`src/rtl/pipeline_pkg.sv`:
```
// Shared MEM-stage definitions: handshake states and MEM/WB bundle widths.
package pipeline_pkg;

  localparam int unsigned DATA_W = 32;
  localparam int unsigned REG_W  = 5;
  localparam int unsigned CTRL_W = 5;

  typedef enum logic [1:0] {
    IDLE = 2'd0,
    WAIT = 2'd1,
    HOLD = 2'd2
  } mem_state_e;

  // MEM/WB control bits; these are the fields zeroed by a bubble.
  typedef struct packed {
    logic halt;
    logic write_reg;
    logic wb;
    logic jalc;
    logic mem_err;
  } wb_ctrl_t;

endpackage

```
`src/rtl/dmem_handshake_fsm.sv`:
```
// Data-memory req/ack sequencer: issues one access, waits for ack or timeout,
// and parks the result while the WB side is frozen.
module dmem_handshake_fsm
  import pipeline_pkg::*;
#(
  parameter int unsigned DATA_W  = pipeline_pkg::DATA_W,
  parameter int unsigned TIMEOUT = 255
) (
  input  logic              clock,
  input  logic              reset,
  input  logic              stall_i,
  input  logic              access_i,
  input  logic              we_i,
  input  logic [DATA_W-1:0] addr_i,
  input  logic [DATA_W-1:0] wdata_i,
  output logic              dmem_req_o,
  output logic              dmem_we_o,
  output logic [DATA_W-1:0] dmem_addr_o,
  output logic [DATA_W-1:0] dmem_wdata_o,
  input  logic [DATA_W-1:0] dmem_rdata_i,
  input  logic              dmem_ack_i,
  output logic              idle_o,
  output logic              bubble_o,
  output logic              commit_o,
  output logic              err_o,
  output logic [DATA_W-1:0] data_o,
  output logic              mem_stall_o
);

  mem_state_e        state_q, state_d;
  logic [7:0]        cnt_q, cnt_d;
  logic              req_q, req_d;
  logic              we_q, we_d;
  logic [DATA_W-1:0] addr_q, addr_d;
  logic [DATA_W-1:0] wdata_q, wdata_d;
  logic [DATA_W-1:0] cap_data_q, cap_data_d;
  logic              cap_err_q, cap_err_d;
  logic              mem_stall_c;
  logic              done;
  logic              timeout_hit;
  logic [DATA_W-1:0] rdata_eff;

  // A timeout behaves like an ack that returns zero data and flags an error.
  assign timeout_hit = (cnt_q == 8'(TIMEOUT - 1)) && !dmem_ack_i;
  assign done        = (state_q == WAIT) && (dmem_ack_i || timeout_hit);
  assign rdata_eff   = dmem_ack_i ? dmem_rdata_i : '0;

  // Next-state, request launch, result capture and stall generation.
  always_comb begin
    state_d     = state_q;
    cnt_d       = cnt_q;
    req_d       = req_q;
    we_d        = we_q;
    addr_d      = addr_q;
    wdata_d     = wdata_q;
    cap_data_d  = cap_data_q;
    cap_err_d   = cap_err_q;
    bubble_o    = 1'b0;
    commit_o    = 1'b0;
    err_o       = 1'b0;
    data_o      = '0;
    mem_stall_c = 1'b0;
    unique case (state_q)
      IDLE: begin
        mem_stall_c = access_i;
        if (access_i && !stall_i) begin
          bubble_o = 1'b1;
          req_d    = 1'b1;
          we_d     = we_i;
          addr_d   = addr_i;
          wdata_d  = wdata_i;
          cnt_d    = '0;
          state_d  = WAIT;
        end
      end
      WAIT: begin
        mem_stall_c = !(done && !stall_i);
        if (done) begin
          req_d      = 1'b0;
          cap_data_d = rdata_eff;
          cap_err_d  = !dmem_ack_i;
          if (!stall_i) begin
            commit_o = 1'b1;
            data_o   = rdata_eff;
            err_o    = !dmem_ack_i;
            state_d  = IDLE;
          end else begin
            state_d = HOLD;
          end
        end else begin
          bubble_o = 1'b1;
          cnt_d    = cnt_q + 8'd1;
        end
      end
      HOLD: begin
        // Released in the same cycle stall drops so upstream advances with the commit.
        mem_stall_c = stall_i;
        data_o      = cap_data_q;
        err_o       = cap_err_q;
        if (!stall_i) begin
          commit_o = 1'b1;
          state_d  = IDLE;
        end
      end
      default: state_d = IDLE;
    endcase
  end

  // Handshake registers; reset drops the request immediately.
  always_ff @(posedge clock or posedge reset) begin
    if (reset) begin
      state_q    <= IDLE;
      cnt_q      <= '0;
      req_q      <= 1'b0;
      we_q       <= 1'b0;
      addr_q     <= '0;
      wdata_q    <= '0;
      cap_data_q <= '0;
      cap_err_q  <= 1'b0;
    end else begin
      state_q    <= state_d;
      cnt_q      <= cnt_d;
      req_q      <= req_d;
      we_q       <= we_d;
      addr_q     <= addr_d;
      wdata_q    <= wdata_d;
      cap_data_q <= cap_data_d;
      cap_err_q  <= cap_err_d;
    end
  end

  assign idle_o       = (state_q == IDLE);
  assign mem_stall_o  = mem_stall_c && !reset;
  assign dmem_req_o   = req_q;
  assign dmem_we_o    = we_q;
  assign dmem_addr_o  = addr_q;
  assign dmem_wdata_o = wdata_q;

endmodule

```
`src/rtl/mem_stage_access_unit.sv`:
```
// MEM stage: runs the data-memory access and owns the MEM/WB pipeline register.
module mem_stage_access_unit
  import pipeline_pkg::*;
#(
  parameter int unsigned DATA_W  = pipeline_pkg::DATA_W,
  parameter int unsigned TIMEOUT = 255
) (
  input  logic                           clock,
  input  logic                           reset,
  input  logic                           stall,
  input  logic                           M_Halt,
  input  logic                           M_WriteReg,
  input  logic                           M_WB,
  input  logic                           M_ReadMem,
  input  logic                           M_WriteMem,
  input  logic                           M_JALC,
  input  logic [DATA_W-1:0]              M_Num,
  input  logic [DATA_W-1:0]              M_RegData_2,
  input  logic [pipeline_pkg::REG_W-1:0] M_REG,
  input  logic [DATA_W-1:0]              M_PCREG,
  output logic                           dmem_req,
  output logic                           dmem_we,
  output logic [DATA_W-1:0]              dmem_addr,
  output logic [DATA_W-1:0]              dmem_wdata,
  input  logic [DATA_W-1:0]              dmem_rdata,
  input  logic                           dmem_ack,
  output logic                           mem_stall,
  output logic                           W_Halt,
  output logic                           W_WriteReg,
  output logic                           W_WB,
  output logic                           W_JALC,
  output logic                           W_MemErr,
  output logic [DATA_W-1:0]              W_Num,
  output logic [DATA_W-1:0]              W_MemData,
  output logic [DATA_W-1:0]              W_PCREG,
  output logic [pipeline_pkg::REG_W-1:0] W_REG
);

  wb_ctrl_t          w_ctrl_q, w_ctrl_d;
  logic [DATA_W-1:0] w_num_q, w_num_d;
  logic [DATA_W-1:0] w_md_q, w_md_d;
  logic [DATA_W-1:0] w_pc_q, w_pc_d;
  logic [REG_W-1:0]  w_reg_q, w_reg_d;
  logic              halted_q, halted_d;

  logic              access, misaligned, aligned;
  logic              fsm_idle, fsm_bubble, fsm_commit, fsm_err;
  logic [DATA_W-1:0] fsm_data;

  assign access     = (M_ReadMem || M_WriteMem) && !halted_q;
  assign misaligned = access && (M_Num[1:0] != 2'b00);
  assign aligned    = access && !misaligned;

  dmem_handshake_fsm #(
    .DATA_W  (DATA_W),
    .TIMEOUT (TIMEOUT)
  ) u_fsm (
    .clock        (clock),
    .reset        (reset),
    .stall_i      (stall),
    .access_i     (aligned),
    .we_i         (M_WriteMem),
    .addr_i       (M_Num),
    .wdata_i      (M_RegData_2),
    .dmem_req_o   (dmem_req),
    .dmem_we_o    (dmem_we),
    .dmem_addr_o  (dmem_addr),
    .dmem_wdata_o (dmem_wdata),
    .dmem_rdata_i (dmem_rdata),
    .dmem_ack_i   (dmem_ack),
    .idle_o       (fsm_idle),
    .bubble_o     (fsm_bubble),
    .commit_o     (fsm_commit),
    .err_o        (fsm_err),
    .data_o       (fsm_data),
    .mem_stall_o  (mem_stall)
  );

  // MEM/WB load, bubble or hold selection.
  always_comb begin
    w_ctrl_d = w_ctrl_q;
    w_num_d  = w_num_q;
    w_md_d   = w_md_q;
    w_pc_d   = w_pc_q;
    w_reg_d  = w_reg_q;
    if (fsm_commit) begin
      w_ctrl_d = {M_Halt, M_WriteReg && !fsm_err, M_WB, M_JALC, fsm_err};
      w_md_d   = fsm_data;
      w_num_d  = M_Num;
      w_pc_d   = M_PCREG;
      w_reg_d  = M_REG;
    end else if (fsm_bubble) begin
      w_ctrl_d = '0;
    end else if (fsm_idle && !aligned && !stall) begin
      if (misaligned) begin
        w_ctrl_d = {M_Halt, 1'b0, 1'b0, M_JALC, 1'b1};
      end else if (halted_q) begin
        w_ctrl_d = '0;
      end else begin
        w_ctrl_d = {M_Halt, M_WriteReg, M_WB, M_JALC, 1'b0};
      end
      w_md_d  = '0;
      w_num_d = M_Num;
      w_pc_d  = M_PCREG;
      w_reg_d = M_REG;
    end
    halted_d = halted_q || w_ctrl_d.halt;
  end

  // MEM/WB pipeline register and sticky halt flag.
  always_ff @(posedge clock or posedge reset) begin
    if (reset) begin
      w_ctrl_q <= '0;
      w_num_q  <= '0;
      w_md_q   <= '0;
      w_pc_q   <= '0;
      w_reg_q  <= '0;
      halted_q <= 1'b0;
    end else begin
      w_ctrl_q <= w_ctrl_d;
      w_num_q  <= w_num_d;
      w_md_q   <= w_md_d;
      w_pc_q   <= w_pc_d;
      w_reg_q  <= w_reg_d;
      halted_q <= halted_d;
    end
  end

  assign W_Halt     = w_ctrl_q.halt;
  assign W_WriteReg = w_ctrl_q.write_reg;
  assign W_WB       = w_ctrl_q.wb;
  assign W_JALC     = w_ctrl_q.jalc;
  assign W_MemErr   = w_ctrl_q.mem_err;
  assign W_Num      = w_num_q;
  assign W_MemData  = w_md_q;
  assign W_PCREG    = w_pc_q;
  assign W_REG      = w_reg_q;

endmodule
```
`config.mk`:
```
export PLATFORM = sky130hd
export DESIGN_NAME = mem_stage_access_unit
export DESIGN_NICKNAME = d
export VERILOG_FILES = /design/src/rtl/pipeline_pkg.sv /design/src/rtl/dmem_handshake_fsm.sv /design/src/rtl/mem_stage_access_unit.sv
export SDC_FILE = /design/constraint.sdc
export NUM_CORES = 1
export LEC_CHECK = 0
export ABC_AREA = 1
export CORE_ASPECT_RATIO = 0.7
export CORE_MARGIN = 2
export CORE_UTILIZATION = 47
export CTS_BUF_LIST = sky130_fd_sc_hd__clkbuf_8
export DETAILED_ROUTE_END_ITERATION = 8
export HOLD_SLACK_MARGIN = 0.12
export PLACE_DENSITY = 0.82
export SLEW_MARGIN = 20
export SYNTH_ARGS = -nofsm -noshare
export SYNTH_HDL_FRONTEND = slang
export SYNTH_SLANG_ARGS = --single-unit
```
`constraint.sdc`:
```
create_clock -name clock -period 9.2 [get_ports clock]
set_input_delay 1.38 -clock clock [delete_from_list [all_inputs] [get_ports clock]]
set_output_delay 1.38 -clock clock [all_outputs]
set_load 0.02 [all_outputs]
```
==> summary.txt <==
# port buffers: 315
Critical path type: input port to output port
Measured slew at the worst slew-check pin: 1.04 ns
Number of synthesized flops with an enable pin: 0
Core footprint: 19100 um^2
Vias in the first global route: 8521
Cells on worst reg2reg path: 9
Critical path required time: 7.82 ns
Largest net degree at the start of global routing: 147
DR vias/cell: 5.21
Syn nets: 1234
CTS Buffer Depth: 3
Detailed Route WL: 27900 um
Initial Utilization: 0.483
Mapped Cells: 1085
Setup violators final: 0
Critical path's most frequent cell: clkdlybuf4s50_1
Power Density: 278 nW/um^2
Synth Cell Area: 9220 um^2
Clk sinks: 216
Gp weighted congestion: 0.824
Reg2reg end: W_PCREG[0]
Worst Path Max Fanout: 34
GRT Resource Usage Total: 0.268
Crit end category: output port
Max incr delay on CP: 0.84 ns
Antenna viol nets, final: 0
Rows: 42
Antenna violations before repair: 0
Fmax: 175 MHz
Hold crit path type: register to register
CTS H-Tree Depth: 2
First-pass GRT wire length: 44000 um
Syn-to-layout area delta: 43.1%
Slowest CP cell: clkinv_1
Routed wire per std cell: 16.8 um
Die area: 20800 um^2
Period utilisation layout: 0.622
Syn Area/Cell: 8.49 um^2
Crit path DAT: 4.34 ns
RSZ-0062 raised after global routing: false
DRC: 0
IO Count: 316
Setup Fix Bufs, Post-CTS: 0
First drt pass iteration count: 5
Initial drt markers: 707
Crit path capture: mem_stall
Fin Setup TNS: 0 ns
Worst path depth: 6
Total number of vias: 8650
Leakage: 6.47 nW
CTS tree: yes
Post-synthesis cell type count: 25
Crit start category: input port
Post-synth ARST share: 1.00
Max Cap Viol: 0
Layout fillers: 1490
Final Skew: 0.0212 ns
Die X: 171 um
Critical Path Start: stall
Cell Chain, Critical Path: clkdlybuf4s50_1, clkinv_1, o21ai_0, nor2_1, nor3_1, clkdlybuf4s50_1
Worst r2r src: u_fsm.state_q[0]
#FFs+latches synth: 216
CP Buf/Inv Count: 3
Seq/Total Area, Yosys: 0.586
Tot Pwr: 0.00366 W
DP Wirelength: 18200 um
Cts repair resizes: 0
Final Slew Violations: 0
Clk Latency, worst-skew pair: 0.50 ns
Top_reg_cell synth: dfrtp_1
TritonCTS Buffers: 35
GRT overflow: 0
# hold bufs at CTS: 0
Share of cells above drive strength 1: 0.0523
Root cell of the clock tree: clkbuf_8
Diode count: 0
Final Net Count: 1523
Final min period: 5.72 ns
Max VDD drop: 0.190 mV
R2R Setup Slk: 5.37 ns
Synth warn: 0
Hold Vio Cnt, Final: 0
Status: complete, no violations
Max-slew headroom: 0.303
Worst-path clk slew: 0.06 ns
Family with the most delay on the worst path: buffers and inverters
Die Y: 121 um
final cells by class:
cell class                      count  area (um^2)  share of cell area
Sequential cell                   216         5410               0.410
Inverter                           63          249              0.0189
Clock inverter                     13         81.3             0.00617
Tap cell                          264          330              0.0251
Multi-Input combinational cell    736         3270               0.248
Timing Repair Buffer              322         3200               0.243
Clock buffer                       47          647              0.0491
layout by cell type, fill, tap and decap left out, types with 2 or more instances in the layout:
cell,instances
nand3_1,147
clkdlybuf4s50_1,314
nand2_1,427
clkinv_2,5
xor2_1,2
nand4_1,38
nor3_1,3
nand2_4,3
a21oi_1,3
buf_4,7
inv_1,66
clkbuf_8,47
dfrtp_1,216
o21ai_0,84
nand2_2,3
nor2_1,14
ha_1,5
inv_2,2
power breakdown:
group          total, W  internal [W]  switching (W)
clock          0.000861      0.000483       0.000379
combinational   0.00144      0.000566       0.000878
sequential      0.00136       0.00122       0.000135
total           0.00366       0.00227        0.00139
worst min path at each step:
stage | from | to | slack, ns | depth (start not counted)
after floorplan | u_fsm.cap_err_q | u_fsm.cap_err_q | 0.45 | 2
after global placement | u_fsm.dmem_wdata_o[8] | u_fsm.dmem_wdata_o[8] | 0.46 | 2
after detailed placement | u_fsm.dmem_addr_o[26] | u_fsm.dmem_addr_o[26] | 0.46 | 2
after CTS | u_fsm.dmem_wdata_o[11] | u_fsm.dmem_wdata_o[11] | 0.48 | 2
after global routing | u_fsm.dmem_addr_o[18] | u_fsm.dmem_addr_o[18] | 0.49 | 2
final | u_fsm.dmem_wdata_o[5] | u_fsm.dmem_wdata_o[5] | 0.48 | 2
cell families (layout without fill, tap and decap cells):
group	after synthesis	count (layout)	share of synthesized area
AO/OA/AOI/OAI	89	89	0.0486
XOR/XNOR	3	3	0.00285
adder cells (fa/ha/maj)	6	6	0.00815
buffers and inverters	133	445	0.0599
flip-flops	216	216	0.586
AND/OR/NAND/NOR	638	638	0.294
worst register-to-register path: stages (launching register included):
cell	delay, ns
dfrtp_1	0.38
inv_1	0.08
ha_1	0.21
inv_1	0.73
nand2_2	0.14
nand2_4	0.57
buf_4	0.61
nand2_4	0.62
nand2_1	0.28
nand2_1	0.08
through the flow:
stage          area [um^2]  hold slack, ns  worst slack [ns]  utilization  instances
2_1_floorplan         9220           0.453              1.91            -       1085
3_3_place_gp         12500           0.461              3.57        0.653       1601
3_5_place_dp         12500           0.464              3.54        0.653       1601
4_1_cts              13200           0.480              3.55        0.691       1661
5_1_grt              13200           0.493              3.27        0.691       1661
6_report             13200           0.477              3.48        0.691       1661
cell usage after synthesis, types with 4 or more instances:
master,number,share of area
buf_2,21,0.011
buf_1,11,0.0045
o21ai_0,84,0.046
nand2_1,427,0.17
ha_1,6,0.0081
inv_1,60,0.024
nand2_2,4,0.0027
nor2_1,14,0.0057
clkbuf_1,34,0.014
nand3_1,148,0.080
dfrtp_1,216,0.59
nand4_1,38,0.026
per-layer routing:
metal  global-route usage  vias up  wire length (um)
met5                    0        -                 0
met4               0.0816        0               699
met3               0.0962       57              3040
met2                0.419      387             12500
met1                0.351     4130             11700
li1                     -     4076                 -
sequential cells by signal, indices dropped and copies added (netlist names), 2 cells and up:
signal              count
W_MemData              32
W_Num                  32
W_PCREG                32
u_fsm.cap_data_q       32
u_fsm.dmem_addr_o      32
u_fsm.dmem_wdata_o     32
u_fsm.cnt_q             8
W_REG                   5
u_fsm.state_q           2
Power figures use the tool's default switching activity.
